$ cat src/rtl/hamming_encode_stream_if.sv
// Streaming handshake bundle for the SECDED encoder: data-in side, code-out side.
// The slave modport is the encoder's view; master is the producer/consumer view.
interface hamming_encode_stream_if;
    logic [7:1]  in_data;
    logic        in_valid;
    logic        in_ready;
    logic [12:1] out_code;
    logic        out_valid;
    logic        out_ready;
    logic        out_injected;

    modport slave (
        input  in_data,
        input  in_valid,
        output in_ready,
        output out_code,
        output out_valid,
        input  out_ready,
        output out_injected
    );

    modport master (
        output in_data,
        output in_valid,
        input  in_ready,
        input  out_code,
        input  out_valid,
        output out_ready,
        input  out_injected
    );
endinterface

$ cat src/rtl/hamming_encode_stream.sv
// Hamming(12,7) SECDED stream encoder with a one-entry output register,
// periodic error injection for exercising downstream decoders, and transfer counters.
module hamming_encode_stream #(
    parameter int CNT_W = 16
) (
    input  logic                  clk,
    input  logic                  rst,
    hamming_encode_stream_if.slave bus,
    input  logic                  inj_en,
    input  logic [3:0]            inj_pos_a,
    input  logic [3:0]            inj_pos_b,
    input  logic [7:0]            inj_every,
    output logic [CNT_W-1:0]      word_cnt,
    output logic [CNT_W-1:0]      inj_cnt
);
    localparam logic [CNT_W-1:0] CNT_ONE = {{(CNT_W-1){1'b0}}, 1'b1};

    logic [12:1]      out_code_q, out_code_d;
    logic             out_valid_q, out_valid_d;
    logic             out_injected_q, out_injected_d;
    logic [7:0]       ic_q, ic_d;
    logic [CNT_W-1:0] word_cnt_q, word_cnt_d;
    logic [CNT_W-1:0] inj_cnt_q, inj_cnt_d;

    logic [12:1] clean_code;
    logic [12:1] flip_mask;
    logic [7:0]  every_m1;
    logic        inj_hit;
    logic        corrupt;
    logic        in_ready_w;
    logic        accept;
    logic        xfer;

    always_comb begin
        clean_code     = '0;
        clean_code[3]  = bus.in_data[1];
        clean_code[5]  = bus.in_data[2];
        clean_code[6]  = bus.in_data[3];
        clean_code[7]  = bus.in_data[4];
        clean_code[9]  = bus.in_data[5];
        clean_code[10] = bus.in_data[6];
        clean_code[11] = bus.in_data[7];
        clean_code[1]  = bus.in_data[1] ^ bus.in_data[2] ^ bus.in_data[4]
                       ^ bus.in_data[5] ^ bus.in_data[7];
        clean_code[2]  = bus.in_data[1] ^ bus.in_data[3] ^ bus.in_data[4]
                       ^ bus.in_data[6] ^ bus.in_data[7];
        clean_code[4]  = bus.in_data[2] ^ bus.in_data[3] ^ bus.in_data[4];
        clean_code[8]  = bus.in_data[5] ^ bus.in_data[6] ^ bus.in_data[7];
        // Overall parity covers the clean word so injected flips stay detectable.
        clean_code[12] = ^clean_code[11:1];
    end

    // OR of two one-hot matches: equal positions flip once, out-of-range positions match nothing.
    genvar gi;
    generate
        for (gi = 1; gi <= 12; gi++) begin : g_flip
            assign flip_mask[gi] = (inj_pos_a == 4'(gi)) || (inj_pos_b == 4'(gi));
        end
    endgenerate

    assign every_m1   = (inj_every == 8'd0) ? 8'd0 : inj_every - 8'd1;
    assign inj_hit    = inj_en && (ic_q == every_m1);
    assign corrupt    = inj_hit && (|flip_mask);
    assign in_ready_w = !rst && (!out_valid_q || bus.out_ready);
    assign accept     = bus.in_valid && in_ready_w;
    assign xfer       = out_valid_q && bus.out_ready;

    always_comb begin
        out_code_d     = out_code_q;
        out_valid_d    = out_valid_q;
        out_injected_d = out_injected_q;
        ic_d           = ic_q;
        word_cnt_d     = word_cnt_q;
        inj_cnt_d      = inj_cnt_q;

        if (accept) begin
            out_valid_d    = 1'b1;
            out_code_d     = clean_code ^ (inj_hit ? flip_mask : 12'h000);
            out_injected_d = corrupt;
        end else if (xfer) begin
            out_valid_d    = 1'b0;
        end

        if (!inj_en) begin
            ic_d = 8'd0;
        end else if (accept) begin
            ic_d = inj_hit ? 8'd0 : ic_q + 8'd1;
        end

        if (xfer && !(&word_cnt_q)) begin
            word_cnt_d = word_cnt_q + CNT_ONE;
        end
        if (xfer && out_injected_q && !(&inj_cnt_q)) begin
            inj_cnt_d = inj_cnt_q + CNT_ONE;
        end
    end

    always_ff @(posedge clk) begin
        if (rst) begin
            out_code_q     <= '0;
            out_valid_q    <= 1'b0;
            out_injected_q <= 1'b0;
            ic_q           <= '0;
            word_cnt_q     <= '0;
            inj_cnt_q      <= '0;
        end else begin
            out_code_q     <= out_code_d;
            out_valid_q    <= out_valid_d;
            out_injected_q <= out_injected_d;
            ic_q           <= ic_d;
            word_cnt_q     <= word_cnt_d;
            inj_cnt_q      <= inj_cnt_d;
        end
    end

    assign bus.in_ready     = in_ready_w;
    assign bus.out_code     = out_code_q;
    assign bus.out_valid    = out_valid_q;
    assign bus.out_injected = out_injected_q;
    assign word_cnt         = word_cnt_q;
    assign inj_cnt          = inj_cnt_q;
endmodule

$ cat src/flat_wrapper.sv
// flat-port wrapper written by rule: the top's interface ports become plain ports
module hamming_encode_stream_flat 
#(
    parameter int CNT_W = 16
)
  (clk, rst, inj_en, inj_pos_a, inj_pos_b, inj_every, word_cnt, inj_cnt, bus_in_data, bus_in_valid, bus_in_ready, bus_out_code, bus_out_valid, bus_out_ready, bus_out_injected);
  hamming_encode_stream_if bus_i ();
  input  logic clk;
  input  logic rst;
  input  logic inj_en;
  input  logic [3:0] inj_pos_a;
  input  logic [3:0] inj_pos_b;
  input  logic [7:0] inj_every;
  output logic [CNT_W-1:0] word_cnt;
  output logic [CNT_W-1:0] inj_cnt;
  input wire logic [$bits(bus_i.in_data)-1:0] bus_in_data;
  input wire logic [$bits(bus_i.in_valid)-1:0] bus_in_valid;
  output wire logic [$bits(bus_i.in_ready)-1:0] bus_in_ready;
  output wire logic [$bits(bus_i.out_code)-1:0] bus_out_code;
  output wire logic [$bits(bus_i.out_valid)-1:0] bus_out_valid;
  input wire logic [$bits(bus_i.out_ready)-1:0] bus_out_ready;
  output wire logic [$bits(bus_i.out_injected)-1:0] bus_out_injected;
  assign bus_i.in_data = bus_in_data;
  assign bus_i.in_valid = bus_in_valid;
  assign bus_in_ready = bus_i.in_ready;
  assign bus_out_code = bus_i.out_code;
  assign bus_out_valid = bus_i.out_valid;
  assign bus_i.out_ready = bus_out_ready;
  assign bus_out_injected = bus_i.out_injected;
  hamming_encode_stream #(.CNT_W(CNT_W)) u_core (.clk(clk), .rst(rst), .bus(bus_i), .inj_en(inj_en), .inj_pos_a(inj_pos_a), .inj_pos_b(inj_pos_b), .inj_every(inj_every), .word_cnt(word_cnt), .inj_cnt(inj_cnt));
endmodule
$ cat config.mk
export PLATFORM = sky130hd
export DESIGN_NAME = hamming_encode_stream_flat
export DESIGN_NICKNAME = d
export VERILOG_FILES = /design/src/rtl/hamming_encode_stream_if.sv /design/src/rtl/hamming_encode_stream.sv /design/src/flat_wrapper.sv
export SDC_FILE = /design/constraint.sdc
export NUM_CORES = 1
export LEC_CHECK = 0
export CAP_MARGIN = 20
export CORE_ASPECT_RATIO = 1.2
export CORE_MARGIN = 2
export CORE_UTILIZATION = 45
export DETAILED_ROUTE_END_ITERATION = 10
export GPL_ROUTABILITY_DRIVEN = 0
export PLACE_DENSITY = 0.76
export SLEW_MARGIN = 30
export SYNTH_ARGS = -nofsm -noshare
export SYNTH_HDL_FRONTEND = slang
export SYNTH_SLANG_ARGS = --single-unit
$ cat constraint.sdc
create_clock -name clk -period 3.6 [get_ports clk]
set_input_delay 1.08 -clock clk [delete_from_list [all_inputs] [get_ports clk]]
set_output_delay 1.08 -clock clk [all_outputs]
set_load 0.005 [all_outputs]
==> results of run 1 <==
==> power groups by stage <==
stage                     clock network, W  logic (W)  registers (W)
after floorplan                          0   0.000123       0.000642
after global placement                   0   0.000236       0.000643
after detailed placement                 0   0.000241       0.000644
after CTS                         0.000401   0.000242       0.000631
final                             0.000387   0.000245       0.000630
after global routing              0.000422   0.000268       0.000633
==> metal layers <==
| layer | routed length [µm] | share of wire (%) | vias to the layer above | track usage [%] |
|---|---|---|---|---|
| met1 | 3459 | 46 | 1474 | 25.03 |
| li1 | - | - | 1615 | - |
| met3 | 345 | 4.6 | 12 | 2.509 |
| met5 | 0 | 0 | - | 0 |
| met2 | 3642 | 48 | 103 | 35.26 |
| met4 | 113 | 1.5 | 0 | 7.203 |
==> state kept, by name (all words and copies together), names as in the netlist <==
signal / flops
u_core.bus.out_code: 12
u_core.word_cnt: 16
u_core.bus.out_injected: 1
u_core.ic_q: 8
u_core.inj_cnt: 16
u_core.bus.out_valid: 1
==> worst reg2reg max path: stages (launching register included) <==
cell       delay (ns)
dfxtp_1          0.43
xor2_1           0.17
nand2_1          0.07
o32a_1           0.32
a2111oi_4        0.41
nand3_4          0.17
or4_1            0.53
nand3_1          0.08
==> cell families (layout without fill, tap and decap cells) <==
kind of cell,after synthesis,after routing,share of synthesized area [%]
AND/OR/NAND/NOR,209,209,33.79
AO/OA/AOI/OAI,57,57,12.42
multiplexers,2,2,0.6250
flip-flops,54,54,33.75
adder cells (fa/ha/maj),6,6,2.188
XOR/XNOR,51,51,13.95
buffers and inverters,26,111,3.281
==> what timing repair did <==
action	in CTS	in global routing
setup endpoints to repair	1	7
hold buffers	0	0
pin swaps	1	2
gates resized for setup	0	8
==> final cells by class <==
type,instances,area (µm²)
Fill cell,636,2574
Sequential cell,54,1081
Timing Repair Buffer,96,912.1
Inverter,7,26.28
Tap cell,87,108.9
Multi-Input combinational cell,325,2042
Clock buffer,8,110.1
==> final timing paths <==
path | slack [ns] | from | endpoint
worst max-delay path | 0.06 | inj_every[1] | u_core.bus.out_code[1]
worst max register to register | 1.38 | u_core.ic_q[1] | u_core.bus.out_code[1]
worst min register to register | 0.49 | u_core.bus.out_code[5] | u_core.bus.out_code[5]
worst min-delay path | 0.49 | u_core.bus.out_code[5] | u_core.bus.out_code[5]
==> through the flow <==
stage / power, W / hold slack, ns / utilization [%] / worst slack [ns] / setup TNS (ns)
after floorplan: 0.0007649 / 0.4569 / - / 0.06057 / 0
after global placement: 0.0008792 / 0.4714 / 60.39 / -0.2184 / -2.551
after detailed placement: 0.0008844 / 0.4754 / 60.39 / -0.3230 / -4.322
after CTS: 0.001273 / 0.4925 / 61.99 / 0.01708 / 0
after global routing: 0.001323 / 0.5251 / 62.45 / -0.002026 / -0.002026
final: 0.001262 / 0.4886 / 62.45 / 0.06150 / 0
==> cells in the mapped netlist, types with 2 or more instances <==
master and instances:
a21oi_1 12, a31oi_1 11, and3_1 10, clkbuf_1 17, dfxtp_1 54, ha_1 4, inv_1 7, maj3_1 2
mux2i_1 2, nand2_1 35, nand2b_1 8, nand3_1 29, nand3b_1 10, nand4_1 12, nand4b_1 2, nor2_1 52
nor3_1 21, nor3b_1 5, nor4_1 5, o21a_1 2, o21ai_0 6, o21ai_1 6, o22ai_1 4, o31ai_1 2
or2_2 2, or3_1 7, or4_1 3, xnor2_1 19, xor2_1 32
==> results.tsv, run 1 <==
metric	value	unit
fin_area	4280	µm²
fmax	0.2826	GHz
netlist_instances	405	
most-common-layout-cells	73 x clkdlybuf4s50_1, 54 x dfxtp_1, 52 x nor2_1	
synth_ff_type	dfxtp_1	
leakagePower	1.495	nW
drive_gt1_share	9.184	%
grt_pass1_wl	12.70	mm
synth-edff-count	0	
worstHoldPathCells	2	
switching_power	0.0003220	W
synth_nets	437	
drcViolationCount	0	
grt_usage	20.04	%
ys_types	53	
core-area	6854	µm²
finClkSkew	0.007999	ns
cpMaxStageDelayCell	or4_1	
crit_arrival	3.78	ns
async_reset_ff_share	0	%
finalHoldViolations	0	
finalSetupViolations	0	
vias	3204	
path_cells	clkdlybuf4s50_1, inv_1, ha_2, or4b_4, o21a_1, or3_4, a22oi_4, nand3_4, or4_1, nand3_1	
ys_warn_count	0	
cts_setup_buffers	0	
start_kind	input port	
end_kind	flip-flop	
antenna_cells	0	
path_buf_inv	2	
pwr-share-comb	19.4	%
syn2layout_area_growth	33.63	%
drt-initial-drc-count	97	
worstSkewPairLatency	0.30	ns
yosys.area.top_type	dfxtp_1	
tightest_slew	0.7097	ns
netlist.area_leader.share	33.75	%
slew_headroom	52.09	%
fin_nets	521	
clockRootBuffer	clkbuf_8	
die_y	96.42	µm
fin_crit	3.538	ns
final_common_cell	clkdlybuf4s50_1	
via_per_inst	5.553	
hpwl	5.751	mm
critPathMaxFanout	8	
slew_violations	0	
cts_sinks	54	
wl	7.561	mm
fin_cells	577	
power_frac_clock	30.7	%
cts_tree	built	
dpl_cell_area	4139	µm²
synth-seq-cells	54	
status	finished, final reports clean	
clock_path_buffers	2	
dpl.cell_count	569	
ys_top_cells_by_area	dfxtp_1 34%, xor2_1 8.8%, nor2_1 6.1%	
cap_violations	0	
drt-pass1-iter-count	4	
crit_family	simple AND/OR/NAND/NOR gates	
port_buffers	74	
grt_max_degree	48	
antenna_found_initial	0	
power_density	294.9	nW/µm²
rr_worst_depth	7	
p_seq_share	49.9	%
htree_levels	2	
die_w	81.02	µm
avgSynthCellArea	7.909	µm²
grt_overflow	0	
wl_per_cell	13.10	µm
intPower	0.0009404	W
path_depth	10	
die-area	7811	µm²
syn_area	3203	µm²
min_period_over_period	98.29	%
grt_pass1_vias	2849	
vdd_drop_max	0.0001916	V
initial_utilization	46.73	%
required	3.84	ns
crit_type	input port to flip-flop	
rsz0062_at_grt	true	
min_path_type	flip-flop to flip-flop	
max_stage_delay	0.53	ns
final_antenna_net_count	0	
clk_pin_slew	0.10	ns
ys_seq_area_share	33.75	%
io_pins	75	
swShare	25.50	%
std_cell_rows	33	
cts_buffers	5	
Note: power is estimated with default switching activity, not from simulation.
==> inputs of run 2 (changes only) <==
Settings changed: CORE_UTILIZATION 45 to 50, PLACE_DENSITY 0.76 to 0.8.
Clock period 3.6 ns to 4 ns, I/O delays scaled along.
==> run 2 against run 1 <==
  * Sequential cell count is the same
  * Worst hold slack got worse by 0.0062 ns
  * Critical endpoint is now u_core.bus.out_code[12]
  * First-iteration DRC count increased by 16%
  * Largest power group unchanged
  * Via count hardly changed
==> results.tsv, run 2 (synthesized netlist as in run 1, its figures left out) <==
metric	value	unit
status	finished, final reports clean	
grt_max_degree	48	
die_w	77.07	µm
grt_overflow	0	
fin_crit	3.735	ns
cts_sinks	54	
clockRootBuffer	clkbuf_8	
rr_worst_depth	8	
drt-initial-drc-count	113	
end_kind	flip-flop	
finClkSkew	0.004166	ns
setup_ws	0.2646	ns
power_density	275.4	nW/µm²
final_common_cell	clkdlybuf4s50_1	
via_per_inst	5.694	
core-area	6128	µm²
required	4.22	ns
std_cell_rows	31	
clk_pin_slew	0.09	ns
critPathMaxFanout	9	
r2r-end	u_core.bus.out_code[12]	
io_pins	75	
start_kind	input port	
r2r_start	u_core.ic_q[2]	
leakagePower	1.448	nW
place_ws	-0.06361	ns
initial_utilization	52.27	%
post_cts_resized	0	
cts_buffers	5	
vdd_drop_max	0.0001685	V
antenna_found_initial	0	
cap_violations	0	
cts_tree	built	
fin_total_pwr	0.001153	W
holdCritStartpoint	u_core.bus.out_code[7]	
fmax	0.2677	GHz
grt_pass1_vias	2933	
most-common-layout-cells	74 x clkdlybuf4s50_1, 54 x dfxtp_1, 52 x nor2_1	
cts_setup_buffers	0	
die_y	91.68	µm
die-area	7065	µm²
rrSetupSlack	1.69	ns
antenna_cells	0	
vias	3206	
min_period_over_period	93.39	%
worstSkewPairLatency	0.30	ns
slew_headroom	48.05	%
drcViolationCount	0	
crit_arrival	3.95	ns
cts_hold_buffers	0	
hpwl	5.743	mm
grt_usage	21.70	%
worstHoldPathCells	2	
clock_path_buffers	2	
hold-path-endpoint	u_core.bus.out_code[7]	
min_path_type	flip-flop to flip-flop	
wl	7.560	mm
finalHoldViolations	0	
crit_type	input port to flip-flop	
port_buffers	74	
fin_nets	513	
syn2layout_area_growth	30.66	%
fin_area	4185	µm²
finalSetupViolations	0	
dpl_cell_area	4073	µm²
htree_levels	2	
rsz0062_at_grt	false	
slew_violations	0	
final_antenna_net_count	0	
tightest_slew	0.7695	ns
drive_gt1_share	6.237	%
drt-pass1-iter-count	4	
fill_cells	555	
wl_per_cell	13.43	µm
grt_pass1_wl	12.75	mm
-- run 2: cell count changes in the layout (fill, tap and decap cells not counted), sizes merged --
cell / change
dlymetal6s2s: -1
buf: -8
bufinv: +1
clkbuf: -2
clkdlybuf4s50: +1
-- run 2: critical path, stage by stage --
cell	delay, ns
clkdlybuf4s50_1	0.42
inv_1	0.08
ha_1	0.20
or4b_4	0.52
o21a_1	0.20
or3_1	0.35
a22oi_4	0.24
nand3_4	0.14
buf_4	0.19
o21a_1	0.19
o31ai_1	0.23
-- run 2: final cells by class --
class	count	area, µm²	share of cell area (%)
timing repair buffer	88	845.8	20.21
multi-input combinational	325	2017	48.19
inverter	7	26.28	0.6278
clock buffer	6	82.58	1.973
clock inverter	1	30.03	0.7175
sequential	54	1081	25.83
tap	82	102.6	2.451
-- run 2: worst max-delay path by stage --
stage / start / end / cells after the start
finish: inj_every[0] / u_core.bus.out_code[12] / 11
global route: inj_every[0] / u_core.bus.out_code[12] / 11
CTS: inj_every[0] / u_core.bus.out_code[12] / 11
detailed placement: inj_every[0] / u_core.bus.out_code[12] / 11
global placement: inj_every[0] / u_core.bus.out_code[2] / 10
floorplan: inj_every[0] / u_core.bus.out_code[3] / 10
-- run 2: routing by layer --
metal  share of wire (%)  wire length (µm)  track usage, %
met5                   0                 0               0
met4                 3.0               227           9.970
met3                 5.0               381           3.642
met2                  47              3534           36.62
met1                  45              3415           27.00
-- run 2: metrics by stage --
step	hold slack, ns	utilization [%]	cells	TNS (ns)
3_3_place_gp	0.4700	66.46	556	0
6_report	0.4824	68.29	563	0
2_1_floorplan	0.4569	-	405	0
4_1_cts	0.4865	68.29	563	0
3_5_place_dp	0.4708	66.46	556	-0.1324
5_1_grt	0.5160	68.29	563	0
-- run 2: power by group --
group | switching (W) | internal (W) | leakage, nW | total, W
Combinational | 0.000102 | 0.000110 | 0.952 | 0.000213
Sequential | 0.0000113 | 0.000555 | 0.438 | 0.000566
Clock | 0.000173 | 0.000201 | 0.0573 | 0.000374
Total | 0.000287 | 0.000866 | 1.45 | 0.00115
==> inputs of run 3 (changes only) <==
Settings changed: CTS_CLUSTER_DIAMETER set to 100.
==> results of run 3 <==
Same layout as run 2: the final DEF is identical, and so are final timing and power.
